`src/rtl/wasm_frame_pkg.sv`:
```
// Shared types for the call/return frame controller: request opcodes, completion
// codes, controller states and the frame record kept in the private LIFO.
package wasm_frame_pkg;

  localparam int DEF_ST_LOG2_DEPTH    = 8;
  localparam int DEF_ST_WIDTH         = 32;
  localparam int DEF_PC_WIDTH         = 16;
  localparam int DEF_FRAME_LOG2_DEPTH = 4;

  localparam logic [1:0] OP_CALL   = 2'b01;
  localparam logic [1:0] OP_RETURN = 2'b10;

  localparam logic [2:0] ERR_NONE       = 3'd0;
  localparam logic [2:0] ERR_FRAME_OVF  = 3'd1;
  localparam logic [2:0] ERR_FRAME_UNF  = 3'd2;
  localparam logic [2:0] ERR_PARAM_UNF  = 3'd3;
  localparam logic [2:0] ERR_STACK_OVF  = 3'd4;
  localparam logic [2:0] ERR_RESULT_UNF = 3'd5;
  localparam logic [2:0] ERR_OP         = 3'd6;

  typedef enum logic [2:0] {
    S_IDLE, S_CALL, S_RET_CAP, S_RET_UNWIND, S_RET_PUSH, S_DONE, S_ERR
  } state_t;

  typedef struct packed {
    logic [DEF_PC_WIDTH-1:0]    return_pc;
    logic [DEF_ST_LOG2_DEPTH:0] callee_base;
    logic [DEF_ST_LOG2_DEPTH:0] caller_base;
    logic [1:0]                 result_num;
  } frame_rec_t;

  function automatic logic is_valid_op(input logic [1:0] op);
    return (op == OP_CALL) || (op == OP_RETURN);
  endfunction

endpackage

```
`src/rtl/frame_record_stack.sv`:
```
// Register-based LIFO of frame records; push and pop are never requested together.
module frame_record_stack #(
  parameter int W          = 36,
  parameter int LOG2_DEPTH = 4
) (
  input  logic                clk,
  input  logic                rst,
  input  logic                push,
  input  logic                pop,
  input  logic [W-1:0]        push_data,
  output logic [W-1:0]        top_data,
  output logic                full,
  output logic                empty,
  output logic [LOG2_DEPTH:0] count
);

  localparam int DEPTH = 2 ** LOG2_DEPTH;

  logic [W-1:0]          mem_q [DEPTH];
  logic [W-1:0]          mem_d [DEPTH];
  logic [LOG2_DEPTH:0]   count_q, count_d;
  logic [LOG2_DEPTH-1:0] wr_idx, rd_idx;

  assign wr_idx   = count_q[LOG2_DEPTH-1:0];
  assign rd_idx   = wr_idx - LOG2_DEPTH'(1);
  assign full     = count_q[LOG2_DEPTH];
  assign empty    = (count_q == (LOG2_DEPTH+1)'(0));
  assign top_data = mem_q[rd_idx];
  assign count    = count_q;

  always_comb begin
    mem_d   = mem_q;
    count_d = count_q;
    if (push && !full) begin
      mem_d[wr_idx] = push_data;
      count_d       = count_q + (LOG2_DEPTH+1)'(1);
    end else if (pop && !empty) begin
      count_d = count_q - (LOG2_DEPTH+1)'(1);
    end else begin
      count_d = count_q;
    end
  end

  always_ff @(posedge clk) begin
    if (rst) begin
      count_q <= '0;
      for (int i = 0; i < DEPTH; i++) mem_q[i] <= '0;
    end else begin
      count_q <= count_d;
      mem_q   <= mem_d;
    end
  end

endmodule

```
`src/rtl/frame_controller.sv`:
```
// Call/return sequencer driving the shared operand stack during CALL/RETURN.
// Optional FRAME_STATS_EN adds max-depth and call-count statistics outputs.
module frame_controller
  import wasm_frame_pkg::*;
#(
  parameter int ST_LOG2_DEPTH    = DEF_ST_LOG2_DEPTH,
  parameter int ST_WIDTH         = DEF_ST_WIDTH,
  parameter int PC_WIDTH         = DEF_PC_WIDTH,
  parameter int FRAME_LOG2_DEPTH = DEF_FRAME_LOG2_DEPTH
) (
  input  logic                        clk,
  input  logic                        rst,
  input  logic                        req_valid,
  output logic                        req_ready,
  input  logic [1:0]                  req_op,
  input  logic [7:0]                  req_param_num,
  input  logic [7:0]                  req_local_num,
  input  logic [1:0]                  req_result_num,
  input  logic [PC_WIDTH-1:0]         req_return_pc,
  input  logic [ST_LOG2_DEPTH:0]      st_top_pointer,
  input  logic [ST_WIDTH-1:0]         st_pop_window_a,
  input  logic [ST_WIDTH-1:0]         st_pop_window_b,
  input  logic [ST_WIDTH-1:0]         st_pop_window_c,
  output logic                        st_ctrl_active,
  output logic                        st_call,
  output logic                        st_return,
  output logic [7:0]                  st_alloc_size,
  output logic [ST_WIDTH-1:0]         st_function_stack_tag,
  output logic                        st_push_num,
  output logic [ST_WIDTH-1:0]         st_push_data,
  output logic [ST_LOG2_DEPTH:0]      local_base,
  output logic [FRAME_LOG2_DEPTH:0]   frame_depth,
`ifdef FRAME_STATS_EN
  output logic [FRAME_LOG2_DEPTH:0]   stat_max_depth,
  output logic [31:0]                 stat_call_count,
`endif
  output logic                        done_valid,
  output logic                        done_err,
  output logic [2:0]                  done_err_code,
  output logic [PC_WIDTH-1:0]         done_return_pc
);

  state_t                    state_q, state_d;
  frame_rec_t                rec_q, rec_d, lifo_top;
  logic                      is_ret_q, is_ret_d;
  logic [7:0]                alloc_q, alloc_d;
  logic [2:0]                err_code_q, err_code_d, check_code;
  logic [ST_WIDTH-1:0]       buf_a_q, buf_a_d, buf_b_q, buf_b_d, buf_c_q, buf_c_d;
  logic [1:0]                push_cnt_q, push_cnt_d;
  logic [ST_LOG2_DEPTH:0]    local_base_q, local_base_d;
  logic                      lifo_push, lifo_pop, lifo_full, lifo_empty;
  logic [FRAME_LOG2_DEPTH:0] lifo_count;
  logic [ST_LOG2_DEPTH:0]    param_ext, callee_base_s, ret_avail;
  logic [ST_LOG2_DEPTH+1:0]  top_plus_local;

  frame_record_stack #(.W($bits(frame_rec_t)), .LOG2_DEPTH(FRAME_LOG2_DEPTH)) u_lifo (
    .clk(clk), .rst(rst), .push(lifo_push), .pop(lifo_pop), .push_data(rec_q),
    .top_data(lifo_top), .full(lifo_full), .empty(lifo_empty), .count(lifo_count)
  );

  // Stack-top arithmetic is one bit wider than the pointer so overflow is visible.
  assign param_ext      = (ST_LOG2_DEPTH+1)'(req_param_num);
  assign callee_base_s  = st_top_pointer - param_ext;
  assign top_plus_local = (ST_LOG2_DEPTH+2)'(st_top_pointer) + (ST_LOG2_DEPTH+2)'(req_local_num);
  assign ret_avail      = st_top_pointer - local_base_q;

  always_comb begin
    check_code = ERR_NONE;
    if (!is_valid_op(req_op)) begin
      check_code = ERR_OP;
    end else if (req_op == OP_CALL && lifo_full) begin
      check_code = ERR_FRAME_OVF;
    end else if (req_op == OP_CALL && st_top_pointer < param_ext) begin
      check_code = ERR_PARAM_UNF;
    end else if (req_op == OP_CALL && top_plus_local > (ST_LOG2_DEPTH+2)'(2 ** ST_LOG2_DEPTH)) begin
      check_code = ERR_STACK_OVF;
    end else if (req_op == OP_RETURN && lifo_empty) begin
      check_code = ERR_FRAME_UNF;
    end else if (req_op == OP_RETURN && ret_avail < (ST_LOG2_DEPTH+1)'(lifo_top.result_num)) begin
      check_code = ERR_RESULT_UNF;
    end else begin
      check_code = ERR_NONE;
    end
  end

  always_comb begin
    state_d      = state_q;
    rec_d        = rec_q;
    is_ret_d     = is_ret_q;
    alloc_d      = alloc_q;
    err_code_d   = err_code_q;
    buf_a_d      = buf_a_q;
    buf_b_d      = buf_b_q;
    buf_c_d      = buf_c_q;
    push_cnt_d   = push_cnt_q;
    local_base_d = local_base_q;
    lifo_push    = 1'b0;
    lifo_pop     = 1'b0;
    case (state_q)
      S_IDLE: begin
        if (req_valid) begin
          alloc_d    = req_local_num;
          is_ret_d   = (req_op == OP_RETURN);
          err_code_d = check_code;
          if (req_op == OP_RETURN) begin
            rec_d = lifo_top;
          end else begin
            rec_d = '{return_pc: req_return_pc, callee_base: callee_base_s,
                      caller_base: local_base_q, result_num: req_result_num};
          end
          if (check_code != ERR_NONE) state_d = S_ERR;
          else if (req_op == OP_RETURN) state_d = S_RET_CAP;
          else state_d = S_CALL;
        end else begin
          state_d = S_IDLE;
        end
      end
      S_CALL: begin
        lifo_push    = 1'b1;
        local_base_d = rec_q.callee_base;
        state_d      = S_DONE;
      end
      S_RET_CAP: begin
        buf_a_d    = st_pop_window_a;
        buf_b_d    = st_pop_window_b;
        buf_c_d    = st_pop_window_c;
        push_cnt_d = rec_q.result_num;
        state_d    = S_RET_UNWIND;
      end
      S_RET_UNWIND: begin
        lifo_pop     = 1'b1;
        local_base_d = rec_q.caller_base;
        if (push_cnt_q == 2'd0) state_d = S_DONE;
        else state_d = S_RET_PUSH;
      end
      S_RET_PUSH: begin
        push_cnt_d = push_cnt_q - 2'd1;
        if (push_cnt_q == 2'd1) state_d = S_DONE;
        else state_d = S_RET_PUSH;
      end
      S_DONE:  state_d = S_IDLE;
      S_ERR:   state_d = S_IDLE;
      default: state_d = S_IDLE;
    endcase
  end

  always_ff @(posedge clk) begin
    if (rst) begin
      state_q      <= S_IDLE;
      rec_q        <= '0;
      is_ret_q     <= 1'b0;
      alloc_q      <= 8'd0;
      err_code_q   <= ERR_NONE;
      buf_a_q      <= '0;
      buf_b_q      <= '0;
      buf_c_q      <= '0;
      push_cnt_q   <= 2'd0;
      local_base_q <= '0;
    end else begin
      state_q      <= state_d;
      rec_q        <= rec_d;
      is_ret_q     <= is_ret_d;
      alloc_q      <= alloc_d;
      err_code_q   <= err_code_d;
      buf_a_q      <= buf_a_d;
      buf_b_q      <= buf_b_d;
      buf_c_q      <= buf_c_d;
      push_cnt_q   <= push_cnt_d;
      local_base_q <= local_base_d;
    end
  end

  // Outputs decode from registered state only; remaining count selects C, B, A in turn.
  always_comb begin
    req_ready             = (state_q == S_IDLE);
    st_ctrl_active        = 1'b0;
    st_call               = 1'b0;
    st_return             = 1'b0;
    st_alloc_size         = 8'd0;
    st_function_stack_tag = '0;
    st_push_num           = 1'b0;
    st_push_data          = '0;
    done_valid            = 1'b0;
    done_err              = 1'b0;
    done_err_code         = ERR_NONE;
    done_return_pc        = '0;
    case (state_q)
      S_CALL: begin
        st_ctrl_active = 1'b1;
        st_call        = 1'b1;
        st_alloc_size  = alloc_q;
      end
      S_RET_UNWIND: begin
        st_ctrl_active        = 1'b1;
        st_return             = 1'b1;
        st_function_stack_tag = ST_WIDTH'(rec_q.callee_base);
      end
      S_RET_PUSH: begin
        st_ctrl_active = 1'b1;
        st_push_num    = 1'b1;
        case (push_cnt_q)
          2'd3:    st_push_data = buf_c_q;
          2'd2:    st_push_data = buf_b_q;
          2'd1:    st_push_data = buf_a_q;
          default: st_push_data = '0;
        endcase
      end
      S_DONE: begin
        done_valid     = 1'b1;
        done_return_pc = is_ret_q ? rec_q.return_pc : '0;
      end
      S_ERR: begin
        done_valid    = 1'b1;
        done_err      = 1'b1;
        done_err_code = err_code_q;
      end
      default: begin
        st_ctrl_active = 1'b0;
      end
    endcase
  end

  assign local_base  = local_base_q;
  assign frame_depth = lifo_count;

`ifdef FRAME_STATS_EN
  logic [FRAME_LOG2_DEPTH:0] max_depth_q, max_depth_d;
  logic [31:0]               call_count_q, call_count_d;
  logic [FRAME_LOG2_DEPTH:0] next_depth;

  assign next_depth = lifo_count + (FRAME_LOG2_DEPTH+1)'(1);

  always_comb begin
    max_depth_d  = max_depth_q;
    call_count_d = call_count_q;
    if (lifo_push) begin
      if (next_depth > max_depth_q) max_depth_d = next_depth;
      else max_depth_d = max_depth_q;
      if (call_count_q != 32'hFFFF_FFFF) call_count_d = call_count_q + 32'd1;
      else call_count_d = call_count_q;
    end else begin
      max_depth_d = max_depth_q;
    end
  end

  always_ff @(posedge clk) begin
    if (rst) begin
      max_depth_q  <= '0;
      call_count_q <= 32'd0;
    end else begin
      max_depth_q  <= max_depth_d;
      call_count_q <= call_count_d;
    end
  end

  assign stat_max_depth  = max_depth_q;
  assign stat_call_count = call_count_q;
`else
  // Statistics outputs are not built in this configuration.
`endif

endmodule

```
`config.mk`:
```
export PLATFORM = sky130hd
export DESIGN_NAME = frame_controller
export DESIGN_NICKNAME = d
export VERILOG_FILES = /design/src/rtl/wasm_frame_pkg.sv /design/src/rtl/frame_record_stack.sv /design/src/rtl/frame_controller.sv
export SDC_FILE = /design/constraint.sdc
export NUM_CORES = 2
export LEC_CHECK = 0
export BUFFER_PORTS_ARGS = -buffer_cell sky130_fd_sc_hd__buf_2
export CELL_PAD_IN_SITES_DETAIL_PLACEMENT = 1
export CELL_PAD_IN_SITES_GLOBAL_PLACEMENT = 1
export CORE_ASPECT_RATIO = 1.5
export CORE_UTILIZATION = 41
export CTS_CLUSTER_DIAMETER = 30
export DETAILED_ROUTE_END_ITERATION = 12
export GPL_TIMING_DRIVEN = 0
export PLACE_DENSITY_LB_ADDON = 0.1
export SKIP_CTS_REPAIR_TIMING = 1
export SYNTH_ARGS = -nofsm -noshare
export SYNTH_HDL_FRONTEND = slang
export SYNTH_SLANG_ARGS = --single-unit
```
`constraint.sdc`:
```
create_clock -name clk -period 4.8 [get_ports clk]
set_input_delay 0.24 -clock clk [delete_from_list [all_inputs] [get_ports clk]]
set_output_delay 0.24 -clock clk [all_outputs]
set_load 0.05 [all_outputs]
```
After elaboration in Yosys (flattened, before gate mapping)
Index checks and enable logic that the tools add are counted.
Widths: inputs -> output; s select.
{"block": "classes", "addsub": 7, "n_mul": 0, "n_div": 0, "order_cmp": 6, "eq_ne": 11, "shifts": 0, "muxes": 36, "bitwise": 2, "reduce_logical": 21}
{"cell": "$bwmux 576", "n": 1}
{"cell": "$bmux 36 s4", "n": 1}
{"cell": "$demux 36 s4", "n": 1}
{"cell": "$mux 36", "n": 4}
{"cell": "$pmux 32 s3", "n": 1}
{"cell": "$mux 16", "n": 2}
{"cell": "$mux 32", "n": 1}
{"cell": "$mux 3", "n": 9}
{"cell": "$pmux 9 s2", "n": 1}
{"cell": "$pmux 3 s5", "n": 1}
{"cell": "$add 9x8->10", "n": 1}
{"cell": "$ge 5x5->1 const B", "n": 2}
{"cell": "$gt 10x9->1 const B", "n": 1}
{"cell": "$mux 5", "n": 2}
{"cell": "$not 4->5", "n": 2}
{"cell": "$eq 3x3->1 const B", "n": 3}
{"cell": "$lt 9x2->1", "n": 1}
{"cell": "$lt 9x8->1", "n": 1}
{"cell": "$mux 9", "n": 1}
{"cell": "$sub 9x8->9", "n": 1}
{"cell": "$sub 9x9->9", "n": 1}
{"cell": "$logic_and 1x1->1", "n": 8}
{"cell": "$mux 1", "n": 8}
{"cell": "$mux 8", "n": 1}
{"cell": "other kinds (21)", "n": 28}
{"block": "totals", "ff_bits": 739, "latch_bits": 0, "ram_bits": 0, "rom_bits": 0, "in_bits": 144, "output_inout_bits": 112, "elab_cells": 113, "mem_count": 0}

Longest topological paths before layout
{"block": "depth", "depth_word": 17, "mapped_depth": 19, "mapped_depth_nobuf": 14}

Cells and area by module
Synthesis repeated with hierarchy kept, for this count alone.
{"block": "hier_totals", "cells_unflattened": 3910, "hier_area_um2": 32935.3}
{"mod": "frame_record_stack", "n_inst": 1, "cells_per_inst": 2869, "area_each_um2": 24788.8}
{"mod": "frame_controller", "n_inst": 1, "cells_per_inst": 1041, "area_each_um2": 8146.6}

Worst setup path before layout
No wires, ideal clock.
{"block": "synth_path", "kind": "flip-flop to flip-flop", "from": "register u_lifo.count_q[0], in the netlist u_lifo.count[0]", "to": "register err_code_q[0]", "setup_time_ns": 0.070, "t_arrival_ns": 5.172, "required_ns": 4.730, "path_slack_ns": -0.442, "path_stages_with_launch": 20, "period_less_slack_ns": 5.242, "cell_sequence": "dfxtp_1 -> buf_4 -> buf_2 -> buf_2 -> inv_1 -> ha_1 -> clkbuf_1 -> clkbuf_1 -> mux4_2 -> mux4_2 -> inv_1 -> ha_1 -> nand2b_1 -> o311ai_1 -> nor4b_1 -> nand3_1 -> nor3_1 -> or4b_1 -> or4_1 -> a21oi_1"}
{"block": "synth_via", "elab_chain_len": 13, "elab_cells_between_ends": 15}
{"element": "from (decl)", "line": "frame_record_stack.sv:21", "source": "logic [LOG2_DEPTH:0] count_q, count_d;"}
{"element": "from (signal assigned)", "line": "frame_record_stack.sv:49", "source": "count_q <= count_d;"}
{"element": "$sub 4x1->4", "line": "frame_record_stack.sv:25", "source": "assign rd_idx = wr_idx - LOG2_DEPTH'(1);"}
{"element": "$not 4->5 (not written as such)", "line": "frame_record_stack.sv:28", "source": "assign top_data = mem_q[rd_idx];"}
{"element": "$bmux 36 s4", "line": "frame_record_stack.sv:28"}
{"element": "$mux 36 (not written as such) (2 in a row)", "line": "frame_record_stack.sv:28"}
{"element": "$lt 9x2->1", "line": "frame_controller.sv:79", "source": "end else if (req_op == OP_RETURN && ret_avail < (ST_LOG2_DEPTH+1)'(lifo_top.result_num)) begin"}
{"element": "$logic_and 1x1->1", "line": "frame_controller.sv:79"}
{"element": "$mux 3", "line": "frame_controller.sv:79"}
{"element": "$mux 3 *", "line": "frame_controller.sv:77", "source": "end else if (req_op == OP_RETURN && lifo_empty) begin"}
{"element": "$mux 3 *", "line": "frame_controller.sv:75", "source": "end else if (req_op == OP_CALL && top_plus_local > (ST_LOG2_DEPTH+2)'(2 ** ST_LOG2_DEPTH)) begin"}
{"element": "$mux 3 *", "line": "frame_controller.sv:73", "source": "end else if (req_op == OP_CALL && st_top_pointer < param_ext) begin"}
{"element": "$mux 3 *", "line": "frame_controller.sv:71", "source": "end else if (req_op == OP_CALL && lifo_full) begin"}
{"element": "$mux 3 *", "line": "frame_controller.sv:69", "source": "if (!is_valid_op(req_op)) begin"}
{"element": "to (signal assigned)", "line": "frame_controller.sv:164", "source": "err_code_q <= err_code_d;"}
{"element": "to (decl)", "line": "frame_controller.sv:47", "source": "logic [2:0] err_code_q, err_code_d, check_code;"}
Every way passes the cells marked *; elsewhere a longest branch is shown, timed or not. The select of a mux whose other input is x is not followed.
A chain may end at the register's enable or synchronous reset.

Worst setup path after layout
{"block": "layout_path", "from": "register u_lifo.count_q[0], in the netlist u_lifo.count[0]", "to": "register rec_q[13] (netlist bit)"}
{"block": "layout_via", "elab_chain_len": 6}
{"element": "$sub 4x1->4", "line": "frame_record_stack.sv:25"}
{"element": "$not 4->5 (not written as such)", "line": "frame_record_stack.sv:28"}
{"element": "$bmux 36 s4", "line": "frame_record_stack.sv:28"}
{"element": "$mux 36 (not written as such) (2 in a row)", "line": "frame_record_stack.sv:28"}
{"element": "$mux 36", "line": "frame_controller.sv:105", "source": "if (req_op == OP_RETURN) begin"}
{"element": "to (signal assigned)", "line": "frame_controller.sv:161", "source": "rec_q <= rec_d;"}
{"element": "to (decl)", "line": "frame_controller.sv:44", "source": "frame_rec_t rec_q, rec_d, lifo_top;"}
No other way between the ends. The select of a mux whose other input is x is not followed.

==> summary.json <==
{
  "logic_synthesis": {
    "synth_cell_type_count": 61,
    "post_synth_xor_area_fraction": 0.00597,
    "postSynth.asyncResetShare": 0,
    "share_of_the_synthesized_area_in_compound_gates_ao_oa_aoi_oai": 0.139,
    "synth_top_family_by_area": "simple AND/OR/NAND/NOR gates",
    "synth_largest_type_area_fraction": 0.452,
    "synth-simple-area-share": 0.196,
    "synth_adder_area_share": 0.0177,
    "yosys-top-cells-area": "sky130_fd_sc_hd__dfxtp_1 (45%), sky130_fd_sc_hd__nand2_1 (16%), sky130_fd_sc_hd__mux4_2 (12%)",
    "synth_mux_area_frac": 0.137,
    "syn_avg_cell_area_um2": 8.37,
    "yosysMostFrequentCell": "sky130_fd_sc_hd__nand2_1",
    "synthesis.area_um2": 32700,
    "synth-seq-area-share": 0.452,
    "yosys-top-cells-count": "sky130_fd_sc_hd__nand2_1 (1400), sky130_fd_sc_hd__dfxtp_1 (739), sky130_fd_sc_hd__a21oi_1 (702)",
    "synth-main-ff-cell": "sky130_fd_sc_hd__dfxtp_1",
    "synth-warning-count": 0,
    "synth_edf_count": 0,
    "netlist_instances": 3910,
    "ys_ff_latch": 739,
    "netlist.top_cell.by_area": "sky130_fd_sc_hd__dfxtp_1"
  },
  "layout": {
    "layout-area-overhead-vs-synth_pct": 27.8,
    "finish.net_count": 4639,
    "final_core_utilization": 0.530,
    "layoutNonFillerInstCount": 5596,
    "drive_above_1_share": 0.161
  },
  "placed_design": {
    "buffer_ports.inserted": 232,
    "placedCellCount": 5190,
    "detailedPlace.worstSlack_ps": -1870,
    "place.gp.congestion": 0.911,
    "post-dp-hpwl_um": 101000
  },
  "pwr": {
    "pwr_per_cell_area_nw_per_um2": 534,
    "power_leakage_nw": 14.5,
    "power.clock.fraction": 0.470,
    "cell_int_power_w": 0.0150,
    "pwr-share-comb": 0.234,
    "power.share.sequential": 0.295,
    "switchingPower_w": 0.00733,
    "ir_worst_vdd_mv": 0.380,
    "power_switching_share": 0.328
  },
  "sta": {
    "final-max-slew-violation-count": 0,
    "fin_setup_tns_ps": 0,
    "timing_worst_slew_pin_value_ps": 1440,
    "post-route-period-util": 0.992,
    "timing.clock.skew_ps": 24.2,
    "finalCriticalPeriod_ps": 4760,
    "setup-violations-final": 0,
    "achievable-frequency_mhz": 210,
    "fin_hold_ws_ps": -9.50,
    "timing.final.hold_violations": 1,
    "fin_ws_ps": 38.7,
    "relSlewSlack": 0.0387
  },
  "detailed_routing": {
    "wl_per_cell_um": 25.7,
    "routed_via_density": 5.68,
    "antenna_violating_nets_post_route": 0,
    "firstDrtPassIters": 6,
    "remaining_drc_errors": 0,
    "detail_route.iter0.violations": 2052,
    "vias": 31810,
    "finalWirelength_um": 144000
  },
  "clock_network": {
    "clk_path_buf_depth": 3,
    "master_cell_of_the_clock_root_buffer": "sky130_fd_sc_hd__clkbuf_16",
    "cts_num_sinks": 739,
    "path_clk_slew_ps": 50,
    "clkLatencyLatePin_ps": 750,
    "cts_tree": "built",
    "number_of_levels_the_h_tree_was_split_into": 4,
    "cts_buffers": 144
  },
  "hold_path": {
    "min-delay-path-class": "primary input to flop"
  },
  "grt": {
    "grt_usage": 0.341,
    "grt_start_max_net_pins": 17,
    "total_grt_overflow": 0,
    "global_route_wire_length_before_repair_um": 202000,
    "initial_antenna_violation_count": 6,
    "vias_in_the_first_global_route": 31654
  },
  "worst_setup_path": {
    "timing.rr.end": "rec_q[13]",
    "reg2reg_depth": 12,
    "path_max_fanout": 10,
    "reg2reg_slack_ps": 40,
    "crit_path_launch": "u_lifo.count[0]",
    "rr_startpoint": "u_lifo.count[0]",
    "critical_path.startpoint_type": "flop",
    "worst-endpoint-arrival_ps": 5350,
    "critical_path.endpoint_type": "flop",
    "worst_setup_path_endpoint": "rec_q[13]",
    "critPathKind": "flop to flop",
    "crit_required_ps": 5390
  },
  "floorplanning": {
    "dieArea_um2": 80900,
    "dieHeight_um": 348,
    "die_x_um": 233,
    "ioPinCount": 256,
    "row_count": 126,
    "initial_utilization": 0.415,
    "coreArea_um2": 78800
  },
  "run_status": {
    "outcome": "finished with violations",
    "failing_checks": "negative hold slack"
  },
  "run": {
    "maxCapViolCount": 0
  }
}
-- critical path: stages, from the launching register on --
cell,delay [ps]
sky130_fd_sc_hd__dfxtp_4,420
sky130_fd_sc_hd__buf_12,160
sky130_fd_sc_hd__buf_12,140
sky130_fd_sc_hd__buf_16,110
sky130_fd_sc_hd__inv_1,80
sky130_fd_sc_hd__ha_4,340
sky130_fd_sc_hd__buf_4,130
sky130_fd_sc_hd__buf_1,720
sky130_fd_sc_hd__clkbuf_1,1070
sky130_fd_sc_hd__mux4_2,540
sky130_fd_sc_hd__mux4_2,490
sky130_fd_sc_hd__a211oi_1,310
sky130_fd_sc_hd__nor3_1,80
-- power by group through the flow --
stage          combinational (W)  clock, W  sequential, W
2_1_floorplan            0.00298         0        0.00674
3_3_place_gp             0.00479         0        0.00669
3_5_place_dp             0.00486         0        0.00670
4_1_cts                  0.00488    0.0106        0.00659
5_1_grt                  0.00549    0.0109        0.00661
6_report                 0.00523    0.0105        0.00659
-- area by class of cell --
class,instances,area [um2]
Fill cell,9310,37000
Sequential cell,739,14800
Antenna cell,6,15.0
Tap cell,1024,1280
Inverter,32,120
Clock inverter,71,942
Multi-Input combinational cell,2776,16300
Clock buffer,190,4100
Buffer,384,1650
Timing Repair Buffer,374,2540
-- layer usage --
metal	vias to the layer above	GRT usage	routed length [um]
li1	14318	-	-
met5	-	0	0
met1	15822	0.364	52300
met3	493	0.0506	6740
met2	1177	0.593	71200
met4	0	0.274	13700
-- through the flow --
step,hold slack [ps],total power (W),instance area (um2)
6_report,-9.50,0.0223,41800
5_1_grt,9.93,0.0230,41800
4_1_cts,-294,0.0220,40300
3_5_place_dp,444,0.0116,35300
3_3_place_gp,438,0.0115,35200
2_1_floorplan,376,0.00972,32800
-- state kept, by name, summed over array words and instances (netlist names) --
register      cells
err_code_q        3
local_base        9
alloc_q           8
u_lifo.count      5
buf_c_q          32
buf_b_q          32
u_lifo.mem_q    576
push_cnt_q        2
state_q           3
rec_q            36
is_ret_q          1
buf_a_q          32
-- cells in the final DEF (no fill, tap or decap), drive strengths merged, types with 35 or more instances in the layout --
master | synthesis | layout
inv | 32 | 43
a211oi | 45 | 45
mux2i | 41 | 41
a21oi | 702 | 702
clkbuf | 331 | 518
nand2 | 1400 | 1400
buf | 54 | 307
ha | 40 | 40
mux4 | 180 | 180
dlygate4sd3 | 0 | 123
dfxtp | 739 | 739
and2 | 36 | 36
nor2 | 123 | 123
clkinv | 0 | 35
-- cell families (layout without fill, tap and decap cells) --
group	count (synthesis)	after routing
adder cells (fa/ha/maj)	44	44
AO/OA/AOI/OAI	836	836
AND/OR/NAND/NOR	1632	1632
XOR/XNOR	18	18
buffers and inverters	417	1051
multiplexers	223	223
flip-flops	739	739
other	1	29
-- how the worst min path moves through the flow --
stage                   endpoint  depth (start not counted)  slack [ps]          startpoint
6_report               rec_q[32]                          3          -9   req_return_pc[12]
5_1_grt                rec_q[32]                          3          10   req_return_pc[12]
4_1_cts               buf_c_q[2]                          3        -290  st_pop_window_c[2]
3_5_place_dp   u_lifo.mem_q[220]                          2         440   u_lifo.mem_q[220]
3_3_place_gp   u_lifo.mem_q[196]                          2         440   u_lifo.mem_q[196]
2_1_floorplan         alloc_q[0]                          2         380    req_local_num[0]
(Power assumes the default switching activity.)
